--- src/rtl/alu_sequencer.sv ---
// alu_sequencer
//
// Request/response front end for the combinational 8-bit ALU. It accepts one
// operation over a valid/ready handshake and drives the ALU control and
// operand inputs. It captures the ALU result and returns it over a second
// valid/ready handshake. An unsigned multiply is built from repeated ALU adds
// (shift-add, low WIDTH bits kept).
//
// Configuration macro:
//   ALU_SEQ_MUL_EN  defined   -> op 4 performs the shift-add multiply
//                   undefined -> no multiply state or registers; op 4 is illegal
//
// Ports:
//   clk, rst_n               clock, asynchronous active-low reset
//   ReqValid/ReqReady        request handshake
//   ReqOp, ReqA, ReqB        operation (0 ADD, 1 SUB, 2 SLT, 3 SHL, 4 MUL) and
//                            operands; for SHL, A is the shift amount and B is
//                            the value shifted
//   RspValid/RspReady        response handshake
//   RspData, RspZero, RspErr result, result==0, illegal/unsupported op
//   ALUctl, ALUA, ALUB       drive to the ALU
//   ALUOut, ALUZero          result from the ALU

module alu_sequencer #(
    parameter int WIDTH = 8
) (
    input  logic             clk,
    input  logic             rst_n,
    input  logic             ReqValid,
    output logic             ReqReady,
    input  logic [2:0]       ReqOp,
    input  logic [WIDTH-1:0] ReqA,
    input  logic [WIDTH-1:0] ReqB,
    output logic             RspValid,
    input  logic             RspReady,
    output logic [WIDTH-1:0] RspData,
    output logic             RspZero,
    output logic             RspErr,
    output logic [1:0]       ALUctl,
    output logic [WIDTH-1:0] ALUA,
    output logic [WIDTH-1:0] ALUB,
    input  logic [WIDTH-1:0] ALUOut,
    input  logic             ALUZero
);

    typedef enum logic [1:0] {
        S_IDLE,
        S_EXEC,
`ifdef ALU_SEQ_MUL_EN
        S_MUL,
`endif
        S_RESP
    } state_t;

    state_t           state_q, state_d;
    logic [1:0]       op_q, op_d;
    logic [WIDTH-1:0] a_q, a_d;
    logic [WIDTH-1:0] b_q, b_d;
    logic [WIDTH-1:0] rsp_data_q, rsp_data_d;
    logic             rsp_zero_q, rsp_zero_d;
    logic             rsp_err_q, rsp_err_d;

`ifdef ALU_SEQ_MUL_EN
    localparam int CW = $clog2(WIDTH);

    logic [WIDTH-1:0] acc_q, acc_d;
    logic [WIDTH-1:0] m_q, m_d;
    logic [WIDTH-1:0] q_q, q_d;
    logic [CW-1:0]    cnt_q, cnt_d;
`endif

    always_ff @(posedge clk or negedge rst_n) begin
        if (!rst_n) begin
            state_q    <= S_IDLE;
            op_q       <= '0;
            a_q        <= '0;
            b_q        <= '0;
            rsp_data_q <= '0;
            rsp_zero_q <= 1'b0;
            rsp_err_q  <= 1'b0;
        end else begin
            state_q    <= state_d;
            op_q       <= op_d;
            a_q        <= a_d;
            b_q        <= b_d;
            rsp_data_q <= rsp_data_d;
            rsp_zero_q <= rsp_zero_d;
            rsp_err_q  <= rsp_err_d;
        end
    end

`ifdef ALU_SEQ_MUL_EN
    always_ff @(posedge clk or negedge rst_n) begin
        if (!rst_n) begin
            acc_q <= '0;
            m_q   <= '0;
            q_q   <= '0;
            cnt_q <= '0;
        end else begin
            acc_q <= acc_d;
            m_q   <= m_d;
            q_q   <= q_d;
            cnt_q <= cnt_d;
        end
    end
`endif

    always_comb begin
        state_d    = state_q;
        op_d       = op_q;
        a_d        = a_q;
        b_d        = b_q;
        rsp_data_d = rsp_data_q;
        rsp_zero_d = rsp_zero_q;
        rsp_err_d  = rsp_err_q;
`ifdef ALU_SEQ_MUL_EN
        acc_d      = acc_q;
        m_d        = m_q;
        q_d        = q_q;
        cnt_d      = cnt_q;
`endif
        ReqReady   = 1'b0;
        RspValid   = 1'b0;
        ALUctl     = '0;
        ALUA       = '0;
        ALUB       = '0;

        case (state_q)
            S_IDLE: begin
                ReqReady = 1'b1;
                if (ReqValid) begin
                    op_d = ReqOp[1:0];
                    a_d  = ReqA;
                    b_d  = ReqB;
                    if (ReqOp <= 3'd3) begin
                        state_d = S_EXEC;
`ifdef ALU_SEQ_MUL_EN
                    end else if (ReqOp == 3'd4) begin
                        acc_d   = '0;
                        m_d     = ReqA;
                        q_d     = ReqB;
                        cnt_d   = '0;
                        state_d = S_MUL;
`endif
                    end else begin
                        rsp_data_d = '0;
                        rsp_zero_d = 1'b0;
                        rsp_err_d  = 1'b1;
                        state_d    = S_RESP;
                    end
                end
            end

            S_EXEC: begin
                ALUctl     = op_q;
                ALUA       = a_q;
                ALUB       = b_q;
                rsp_data_d = ALUOut;
                rsp_zero_d = ALUZero;
                rsp_err_d  = 1'b0;
                state_d    = S_RESP;
            end

`ifdef ALU_SEQ_MUL_EN
            S_MUL: begin
                // The ALU adds the shifted multiplicand onto the running sum;
                // the sum is only kept when the current multiplier bit is set.
                ALUctl = 2'd0;
                ALUA   = acc_q;
                ALUB   = m_q;
                if (q_q[0]) begin
                    acc_d = ALUOut;
                end
                m_d   = m_q << 1;
                q_d   = q_q >> 1;
                cnt_d = cnt_q + 1'b1;
                // Fixed WIDTH iterations, no early exit on q==0.
                if (cnt_q == CW'(WIDTH - 1)) begin
                    rsp_data_d = acc_d;
                    rsp_zero_d = (acc_d == '0);
                    rsp_err_d  = 1'b0;
                    state_d    = S_RESP;
                end
            end
`endif

            S_RESP: begin
                RspValid = 1'b1;
                if (RspReady) begin
                    state_d = S_IDLE;
                end
            end

            default: begin
                state_d = S_IDLE;
            end
        endcase
    end

    assign RspData = rsp_data_q;
    assign RspZero = rsp_zero_q;
    assign RspErr  = rsp_err_q;

endmodule

--- config.mk ---
export PLATFORM = sky130hd
export DESIGN_NAME = alu_sequencer
export DESIGN_NICKNAME = d
export VERILOG_FILES = /design/src/rtl/alu_sequencer.sv
export SDC_FILE = /design/constraint.sdc
export NUM_CORES = 1
export LEC_CHECK = 0
export BUFFER_PORTS_ARGS = -buffer_cell sky130_fd_sc_hd__buf_2
export CORE_ASPECT_RATIO = 1.4
export CORE_MARGIN = 5
export CORE_UTILIZATION = 46
export DETAILED_ROUTE_END_ITERATION = 7
export HOLD_SLACK_MARGIN = 0.06
export PLACE_DENSITY_LB_ADDON = 0.15
export REMOVE_ABC_BUFFERS = 1
export SETUP_SLACK_MARGIN = 0.1
export SYNTH_ARGS = -nofsm -noshare
export SYNTH_HDL_FRONTEND = slang
export SYNTH_SLANG_ARGS = --single-unit
--- constraint.sdc ---
create_clock -name clk -period 1.6 [get_ports clk]
set_input_delay 0.48 -clock clk [delete_from_list [all_inputs] [get_ports clk]]
set_output_delay 0.48 -clock clk [all_outputs]
set_load 0.01 [all_outputs]
Yosys cells after proc, flatten, opt, wreduce, memory -nomap -nowiden --
Cells that the tools add are included.
Cells by class: magnitude comparators 1, eq/ne operators 5, muxes and demuxes 18, reductions and logical operators 5
Operators by type and width (number):
- $mux W8 | 4
- $pmux W8 S2 | 1
- $mux W2 | 4
- $mux W1 | 6
- $ne A2 B2 Y1 const B | 3
- $pmux W2 S3 | 1
- $pmux W1 S2 | 2
- $reduce_and A2 Y1 | 2
- $le A3 B2 Y1 const B | 1
- $reduce_and A3 Y1 | 1
- $eq A2 B1 Y1 const B | 1
- $eq A2 B2 Y1 const B | 1
- $logic_not A2 Y1 | 1
- $reduce_bool A2 Y1 | 1
Word-level totals: register bits 30, input port bits 32, output and inout port bits 30

Depth between registers and ports, before layout --
Gate-level depths: netlist of the first run.
depth after elaboration 4, gate-level depth with buffers 4, depth with buffers taken out 2

Least setup slack after synthesis of the first run --
Ideal clock, no wire load.
path type register -> output, from reg state_q[1], to out ALUA[0], data arrival time 1.088 ns, required time 1.120 ns, path slack 0.032 ns, stages on the path, launching flop included 4, path buffers 1, cell sequence dfrtp_1 and2b_1 clkbuf_1 and2_1
On the way: word-level cells in the longest chain between the ends 2
Ends and longest elaborated chain:
- start: declaration | RTL line 55 | state_t state_q, state_d;
- start signal: assignment | RTL line 82 | state_q <= state_d;
- $eq A2 B1 Y1 | RTL line 128 | case (state_q)
- $mux W8 | RTL line 128
- end: declaration | RTL line 40 | output logic [WIDTH-1:0] ALUA,
Every way passes these cells.

Worst setup path after layout of the first run --
from reg state_q[0], to out ALUA[6]
Same word-level chain as after synthesis.

==> results of run 1 <==
[worst register-to-register path: cells and delay by family (launching register included)]
kind,cells,cell delay (ps)
AND/OR/NAND/NOR,1,230
flip-flops,1,370
buffers and inverters,5,670
multiplexers,1,320
[cell families (layout without fill, tap and decap cells)]
group	Yosys count	count (layout)	share of synthesized area (%)
buf+inv	17	95	5.455
mux	19	19	15.55
flops	30	30	54.55
simple gates	43	43	18.64
compound gates	11	11	5.818
[metal layers]
layer  vias up  wire [um]
met1       534       1414
met4         0         72
li1        551          -
met5         -          0
met2        49       1870
met3         7        295
[final cells by class]
type                       instances  area share (%)
timing repair buffer              77           24.33
inverter                          10           1.797
sequential                        30           35.95
multi-input combinational         73           30.44
clock buffer                       8           5.273
tap                               37           2.217
[per-stage QoR]
stage	power (W)	setup WS [ps]	TNS, ps	cells	instance area [um2]
5_1_grt	0.003065	-234.3	-5765	235	2088
6_report	0.002884	-177.6	-4197	235	2088
3_3_place_gp	0.001893	147.5	0	216	1758
3_5_place_dp	0.001933	110.8	0	216	1758
4_1_cts	0.002697	-171.0	-3393	228	1912
2_1_floorplan	0.001584	-987.8	-18720	113	1339
[power by group through the flow]
stage / Sequential [W] / Combinational (W) / Clock, W
5_1_grt: 0.00122 / 0.00107 / 0.000773
2_1_floorplan: 0.00123 / 0.000356 / 0
4_1_cts: 0.00116 / 0.000800 / 0.000734
6_report: 0.00118 / 0.000978 / 0.000724
3_5_place_dp: 0.00117 / 0.000762 / 0
3_3_place_gp: 0.00116 / 0.000735 / 0
[registers in the layout, indices dropped and copies added, names as in the netlist]
signal	flops
state_q	2
RspErr	1
RspData	8
RspZero	1
a_q	8
b_q	8
op_q	2
[layout by cell type, fill, tap and decap left out]
| cell type | n |
|---|---|
| mux2_2 | 2 |
| nand3b_1 | 10 |
| nor2b_1 | 1 |
| buf_2 | 61 |
| buf_4 | 6 |
| nor2b_4 | 1 |
| inv_1 | 10 |
| and2_1 | 18 |
| clkbuf_16 | 2 |
| a21oi_1 | 1 |
| and2b_1 | 1 |
| nor2_1 | 1 |
| mux2_4 | 17 |
| a21o_1 | 1 |
| buf_12 | 2 |
| clkbuf_8 | 8 |
| dfrtp_1 | 30 |
| buf_6 | 6 |
| nand2_1 | 9 |
| nor3b_4 | 1 |
| nor2_2 | 1 |
| o211ai_1 | 9 |
[worst max path at each step]
stage | cells past startpoint | end | start
4_1_cts | 4 | ALUA[3] | state_q[1]$_DFFE_PN0P_
5_1_grt | 4 | ALUA[6] | state_q[1]$_DFFE_PN0P_
2_1_floorplan | 2 | a_q[0]$_DFFE_PN0P_ | state_q[1]$_DFFE_PN0P_
6_report | 4 | ALUA[6] | state_q[0]$_DFFE_PN0P_
3_3_place_gp | 4 | a_q[5]$_DFFE_PN0P_ | ReqValid
3_5_place_dp | 4 | b_q[6]$_DFFE_PN0P_ | ReqValid
[timing repair]
action / 4_1_cts / 5_1_grt
pin swaps: 2 / 1
setup buffers: 5 / 4
setup endpoints to repair: 20 / 38
cloned: 0 / 3
gates resized for setup: 3 / 22
==> impl_metrics.tcl, run 1 <==
set metrics [dict create \
    yosys.area.top_type "dfrtp_1" \
    whs_ps 232.3 \
    grt_max_degree 31 \
    worstPathCellList "and2b_1 -> buf_12 -> and2_1 -> buf_2" \
    grt_overflow 0 \
    synthesis.area_mm2 0.001376 \
    wirelength_um 3653 \
    pwr_density_cell_mw_per_mm2 1381 \
    violations "setup timing" \
    detail_route.iter0.violations 22 \
    endpoint_kind "output port" \
    drtPass1Iterations 3 \
    status "finished, violations left" \
    internal_power_w 0.002018 \
    cts_hold_buf 0 \
    viasPerCell 4.855 \
    synth_edf_count 0 \
    synthCells 120 \
    fin_worst_skew_ps 5.421 \
    grt_util_met1_pct 16.85 \
    num_rows 23 \
    yosys-top-cells-count "dfrtp_1, and2_1, inv_1, mux2_2, nand3b_1" \
    r2r_start "state_q[1]$_DFFE_PN0P_" \
    grt_pass1_vias 1139 \
    wl_per_cell_um 15.54 \
    switching_share_pct 30.02 \
    p_clk_share_pct 25.1 \
    top_usage_layer "met2" \
    hold_violations 0 \
    synth_seq_cells 30 \
    pwr-share-seq_pct 41.0 \
    die_w_um 56.23 \
    vdd_drop_max_mv 1.216 \
    clock_latency_ps 280 \
    drc 0 \
    rrSetupSlack_ps -100 \
    cts_buffer_depth 2 \
    post-synth-top-area-fraction_pct 54.55 \
    cp-start-kind "flip-flop" \
    arrival_ps 1300 \
    timing.rr.end "a_q[4]$_DFFE_PN0P_" \
    die_h_um 74.72 \
    antenna_found_initial 0 \
    hpwl_um 2139 \
    clockRootBuffer "clkbuf_8" \
    synthTopCellsByArea "dfrtp_1, and2_1, mux2_2" \
    cp_slowest_cell "dfrtp_1" \
    r2r_cells 7 \
    ys_warn_count 0 \
    ys.flop_type "dfrtp_1" \
    drtAntennaViolNets 0 \
    htreeDepth 2 \
    io_pins 62 \
    via_count 1141 \
    diodes 0 \
    clock_sinks 30 \
    cts_tree "yes" \
    cp_top_family "flip-flops" \
    final-seq-area_um2 750.7 \
    multi_input_area_um2 635.6 \
    p_comb_share_pct 33.9 \
    fin_util_pct 72.57 \
    core_area_mm2 0.002878 \
    ys_types 17 \
    place.gp.congestion 0.7296 \
    path_class "reg2out" \
    synth-seq-area-share_pct 54.55 \
    numCtsBuffers 5 \
    port_buffers 61 \
    switching_power_w 0.0008655 \
    start_util_pct 47.83 \
    use_met3_pct 6.346 \
    period_needed_ps 1778 \
    clk_pin_slew_ps 70 \
    final.setup.worst_slack_ps -177.6 \
    yosysMostFrequentCell "dfrtp_1" \
    cp.required_ps 1120 \
    rsz0062_at_grt "yes" \
    setup_violations 38 \
    fin_nets 229 \
    critPathMaxFanout 19 \
    nFillCells 214 \
    maxCapViolCount 0 \
    slew_violations 0 \
    avgSynthCellArea_um2 11.47 \
    timing.slew.headroom_pct 54.69 \
    async_reset_ff_share_pct 100.0 \
    die_area_mm2 0.004202 \
    grtUsageMet2_pct 26.40 \
    syn2layout_area_growth_pct 51.73 \
    grt_usage_pct 15.54 \
    worstMarginPinSlew_ps 679.6 \
    hold_class "in2async" \
    crit_buf_inv 2 \
    critical_path.max_stage_delay_ps 380 \
    fmax_mhz 562.6 \
    grt_pass1_wl_um 5016 \
    p_leak_nw 1.097 \
    period_share_pct 111.1 \
    layout-drive-gt1-share_pct 54.04 \
]
Power figures use the tool's default switching activity.
==> run 2: changes to the inputs <==
--- a/config.mk
+++ b/config.mk
@@ -6,7 +6,7 @@
 export NUM_CORES = 1
 export LEC_CHECK = 0
 export BUFFER_PORTS_ARGS = -buffer_cell sky130_fd_sc_hd__buf_2
-export CORE_ASPECT_RATIO = 1.4
+export CORE_ASPECT_RATIO = 0.5
 export CORE_MARGIN = 5
 export CORE_UTILIZATION = 46
 export DETAILED_ROUTE_END_ITERATION = 7
==> impl_metrics.tcl, run 2 (synthesis results as in run 1) <==
set metrics [dict create \
    status "finished, violations left" \
    violations "setup timing" \
    arrival_ps 1270 \
    fmax_mhz 571.8 \
    wl_per_cell_um 13.50 \
    via_count 1142 \
    cts_buffer_depth 2 \
    drtAntennaViolNets 0 \
    r2r_start "state_q[1]$_DFFE_PN0P_" \
    wirelength_um 3214 \
    maxCapViolCount 0 \
    cp.required_ps 1120 \
    crit_path_end "ALUA[4]" \
    path_class "reg2out" \
    grt_overflow 0 \
    viasPerCell 4.798 \
    cp_slowest_cell "dfrtp_1" \
    fin_worst_skew_ps 4.434 \
    io_pins 62 \
    clock_sinks 30 \
    timing.slew.headroom_pct 72.90 \
    die_h_um 48.68 \
    period_needed_ps 1749 \
    worstPathCellList "and2b_2 -> buf_6 -> and2_1 -> buf_2" \
    finalInstanceArea_mm2 0.002107 \
    clk_pin_slew_ps 60 \
    antenna_found_initial 0 \
    die_area_mm2 0.004252 \
    setup_violations 19 \
    grt_pass1_wl_um 4781 \
    most-common-layout-cells "buf_2, dfrtp_1, mux2_4" \
    hold_class "in2async" \
    worstMarginPinSlew_ps 406.5 \
    grt_usage_pct 14.40 \
    hpwl_um 2107 \
    use_met3_pct 4.746 \
    cp-start-kind "flip-flop" \
    nFillCells 224 \
    r2r_cells 6 \
    vdd_drop_max_mv 0.7317 \
    grt_pass1_vias 1062 \
    die_w_um 87.36 \
    layout-drive-gt1-share_pct 56.06 \
    place_area_mm2 0.001764 \
    rrSetupSlack_ps 40 \
    critPathMaxFanout 10 \
    timing.rr.end "a_q[2]$_DFFE_PN0P_" \
    pwr_density_cell_mw_per_mm2 1282 \
    endpoint_kind "output port" \
    layout_commonest_cell "buf_2" \
    hold_violations 0 \
    htreeDepth 2 \
    diodes 0 \
    num_rows 14 \
    top_usage_layer "met2" \
    final.setup.worst_slack_ps -148.9 \
    fin_nets 230 \
    core_area_mm2 0.002943 \
    drc 0 \
    start_util_pct 46.77 \
    whs_ps 132.7 \
    drtPass1Iterations 4 \
    critical_path.max_stage_delay_ps 370 \
    pre_cts_slack_ps 125.2 \
    port_buffers 61 \
    detail_route.iter0.violations 21 \
    clockRootBuffer "clkbuf_8" \
    p_leak_nw 1.089 \
    syn2layout_area_growth_pct 53.09 \
    grt_util_met1_pct 16.51 \
    numCtsBuffers 5 \
    fin_tns_setup_ps -2501 \
    grt_max_degree 20 \
    cts_tree "yes" \
    clock_latency_ps 270 \
    worstSetupStartpoint "state_q[0]$_DFFE_PN0P_" \
    grtUsageMet2_pct 24.50 \
    slew_violations 0 \
    place.gp.congestion 0.6744 \
    period_share_pct 109.3 \
    rsz0062_at_grt "yes" \
]
run 2: changes by cell type in the layout (fill, tap and decap cells not counted), sizes merged:
cell and delta:
buf +1, clkbuf -1
run 2: through the flow:
step / total power, W / std cells / utilization [%]
after CTS: 0.002519 / 231 / 63.69
after global placement: 0.001896 / 221 / 59.95
after detailed placement: 0.001927 / 221 / 59.95
after floorplan: 0.001584 / 113 / -
final: 0.002702 / 238 / 71.60
after global routing: 0.002893 / 238 / 71.60
run 2: worst min path at each step:
stage                from                     end  slack [ps]  cells past startpoint
finish              rst_n      a_q[3]$_DFFE_PN0P_         130                      1
global route        rst_n      b_q[6]$_DFFE_PN0P_         160                      1
CTS                 rst_n      a_q[3]$_DFFE_PN0P_         140                      1
detailed placement  rst_n      a_q[3]$_DFFE_PN0P_         430                      1
global placement    rst_n      a_q[3]$_DFFE_PN0P_         430                      1
floorplan           rst_n  RspData[0]$_DFFE_PN0P_         180                      0
run 2: worst max-delay path: cells and delay by family (launching register included):
family	cells	cell delay (ps)
flip-flops	1	370
AND/OR/NAND/NOR	2	360
buffers and inverters	2	260
run 2: layout make-up:
type	count	area, um2	share of cell area (%)
multi-input cells	73	645.6	30.64
repair buffers	78	546.8	25.95
flip-flops and latches	30	750.7	35.63
clock buffers	7	76.32	3.622
inverters	10	37.54	1.781
well taps	40	50.05	2.375
run 2: routing by layer:
layer / routed length (um) / up-vias
li1: - / 552
met1: 1366 / 549
met2: 1582 / 36
met3: 230 / 5
met4: 35 / 0
met5: 0 / -
run 2: power by group:
part,internal [W],switching [W],leakage (nW)
Combinational,0.000576,0.000402,0.695
Sequential,0.00102,0.000155,0.356
Clock,0.000299,0.000250,0.0383
run 2: what timing repair did:
action                     CTS  global route
gates cloned                 0             3
buffers inserted             3             4
hold buffers                 0             0
gates resized for setup      3            35
pin swaps                    1             1
setup endpoints to repair   20            38
==> run 3: changes to the inputs <==
--- a/config.mk
+++ b/config.mk
@@ -6,14 +6,17 @@
 export NUM_CORES = 1
 export LEC_CHECK = 0
 export BUFFER_PORTS_ARGS = -buffer_cell sky130_fd_sc_hd__buf_2
+export CELL_PAD_IN_SITES_DETAIL_PLACEMENT = 1
+export CELL_PAD_IN_SITES_GLOBAL_PLACEMENT = 2
 export CORE_ASPECT_RATIO = 0.5
 export CORE_MARGIN = 5
-export CORE_UTILIZATION = 46
+export CORE_UTILIZATION = 27
 export DETAILED_ROUTE_END_ITERATION = 7
 export HOLD_SLACK_MARGIN = 0.06
 export PLACE_DENSITY_LB_ADDON = 0.15
 export REMOVE_ABC_BUFFERS = 1
 export SETUP_SLACK_MARGIN = 0.1
+export SKIP_CTS_REPAIR_TIMING = 1
 export SYNTH_ARGS = -nofsm -noshare
 export SYNTH_HDL_FRONTEND = slang
 export SYNTH_SLANG_ARGS = --single-unit
==> impl_metrics.tcl, run 3 (synthesis results as in run 1) <==
set metrics [dict create \
    cts_buffer_depth 2 \
    io_pins 62 \
    die_h_um 60.49 \
    worstMarginPinSlew_ps 395.9 \
    clk_pin_slew_ps 60 \
    grtUsageMet2_pct 18.02 \
    fin_worst_skew_ps 1.813 \
    antenna_found_initial 0 \
    final.setup.worst_slack_ps -196.8 \
    grt_overflow 0 \
    wirelength_um 3420 \
    top_usage_layer "met2" \
    timing.slew.headroom_pct 73.61 \
    cp_top_family "simple AND/OR/NAND/NOR gates" \
    pwr_density_cell_mw_per_mm2 1283 \
    rrSetupSlack_ps 140 \
    grt_max_degree 31 \
    place.gp.congestion 0.6799 \
    period_share_pct 112.3 \
    htreeDepth 2 \
    viasPerCell 4.310 \
    fin_util_pct 40.51 \
    timing.rr.end "a_q[4]$_DFFE_PN0P_" \
    setup_violations 18 \
    grt_usage_pct 10.65 \
    grt_pass1_wl_um 5582 \
    endpoint_kind "output port" \
    slew_violations 0 \
    die_area_mm2 0.006712 \
    port_buffers 61 \
    rsz0062_at_grt "yes" \
    drtPass1Iterations 3 \
    critical_path.max_stage_delay_ps 380 \
    r2r_start "state_q[1]$_DFFE_PN0P_" \
    drtAntennaViolNets 0 \
    syn2layout_area_growth_pct 45.18 \
    maxCapViolCount 0 \
    finalPower_w 0.002563 \
    critPathMaxFanout 10 \
    cts_tree "yes" \
    crit_buf_inv 2 \
    core_area_mm2 0.004932 \
    nFillCells 549 \
    whs_ps 212.1 \
    clock_sinks 30 \
    grt_pass1_vias 1161 \
    hpwl_um 2529 \
    clockRootBuffer "clkbuf_8" \
    die_w_um 111.0 \
    numCtsBuffers 5 \
    hold_class "in2async" \
    cp-start-kind "flip-flop" \
    status "finished, violations left" \
    detail_route.iter0.violations 19 \
    r2r_cells 4 \
    p_leak_nw 0.9820 \
    start_util_pct 27.90 \
    grt_util_met1_pct 12.94 \
    layout-drive-gt1-share_pct 51.60 \
    path_class "reg2out" \
    cp.required_ps 1120 \
    hold_violations 0 \
    via_count 1112 \
    cp_slowest_cell "dfrtp_1" \
    clock_latency_ps 270 \
    arrival_ps 1320 \
    period_needed_ps 1797 \
    layout_commonest_cell "buf_2" \
    use_met3_pct 3.884 \
    most-common-layout-cells "buf_2, dfrtp_1, buf_6" \
    drc 0 \
    fmax_mhz 556.6 \
    diodes 0 \
    vdd_drop_max_mv 0.4969 \
    violations "setup timing" \
    fin_nets 221 \
    worstPathCellList "and2b_2 -> buf_6 -> and2_1 -> buf_2" \
    num_rows 18 \
    wl_per_cell_um 13.26 \
]
-- run 3: cell types whose count changed in the layout (fill, tap and decap cells not counted), sizes merged --
cell | previous run | this run
clkbuf | 9 | 6
buf | 76 | 69
-- run 3: how the worst max path moves through the flow --
| stage | start | to | slack, ps | depth (start not counted) |
|---|---|---|---|---|
| 3_5_place_dp | ReqValid | a_q[4]$_DFFE_PN0P_ | 100 | 4 |
| 3_3_place_gp | state_q[1]$_DFFE_PN0P_ | ALUA[1] | 110 | 4 |
| 4_1_cts | state_q[1]$_DFFE_PN0P_ | ALUA[1] | -210 | 4 |
| 5_1_grt | state_q[1]$_DFFE_PN0P_ | ALUB[1] | -250 | 4 |
| 2_1_floorplan | state_q[1]$_DFFE_PN0P_ | a_q[0]$_DFFE_PN0P_ | -990 | 2 |
| 6_report | state_q[1]$_DFFE_PN0P_ | ALUA[1] | -200 | 4 |
-- run 3: final cells by class --
class | instances | area [um2] | share of cell area, %
Inverter | 10 | 37.54 | 1.879
Sequential cell | 30 | 750.7 | 37.57
Clock buffer | 6 | 82.58 | 4.133
Timing Repair Buffer | 69 | 446.7 | 22.35
Multi-Input combinational cell | 73 | 593.1 | 29.68
Tap cell | 70 | 87.58 | 4.383
-- run 3: metrics by stage --
| stage | TNS, ps | worst slack (ps) | area (um2) | instances |
|---|---|---|---|---|
| after floorplan | -18720 | -987.8 | 1339 | 113 |
| after global placement | 0 | 106.0 | 1809 | 252 |
| after detailed placement | 0 | 99.94 | 1809 | 252 |
| after CTS | -3698 | -212.2 | 1892 | 258 |
| after global routing | -4285 | -251.8 | 1998 | 258 |
| final | -3346 | -196.8 | 1998 | 258 |
-- run 3: report_power, final --
group,internal [W],switching [W],leakage [nW]
Sequential,0.00102,0.000154,0.356
Clock,0.000331,0.000253,0.0431
Combinational,0.000435,0.000372,0.583
Total,0.00178,0.000779,0.982
-- run 3: layer usage --
metal	routed length, um	vias to the layer above
met3	203	2
met4	27	0
met5	0	-
met1	1517	547
met2	1671	33
li1	-	530
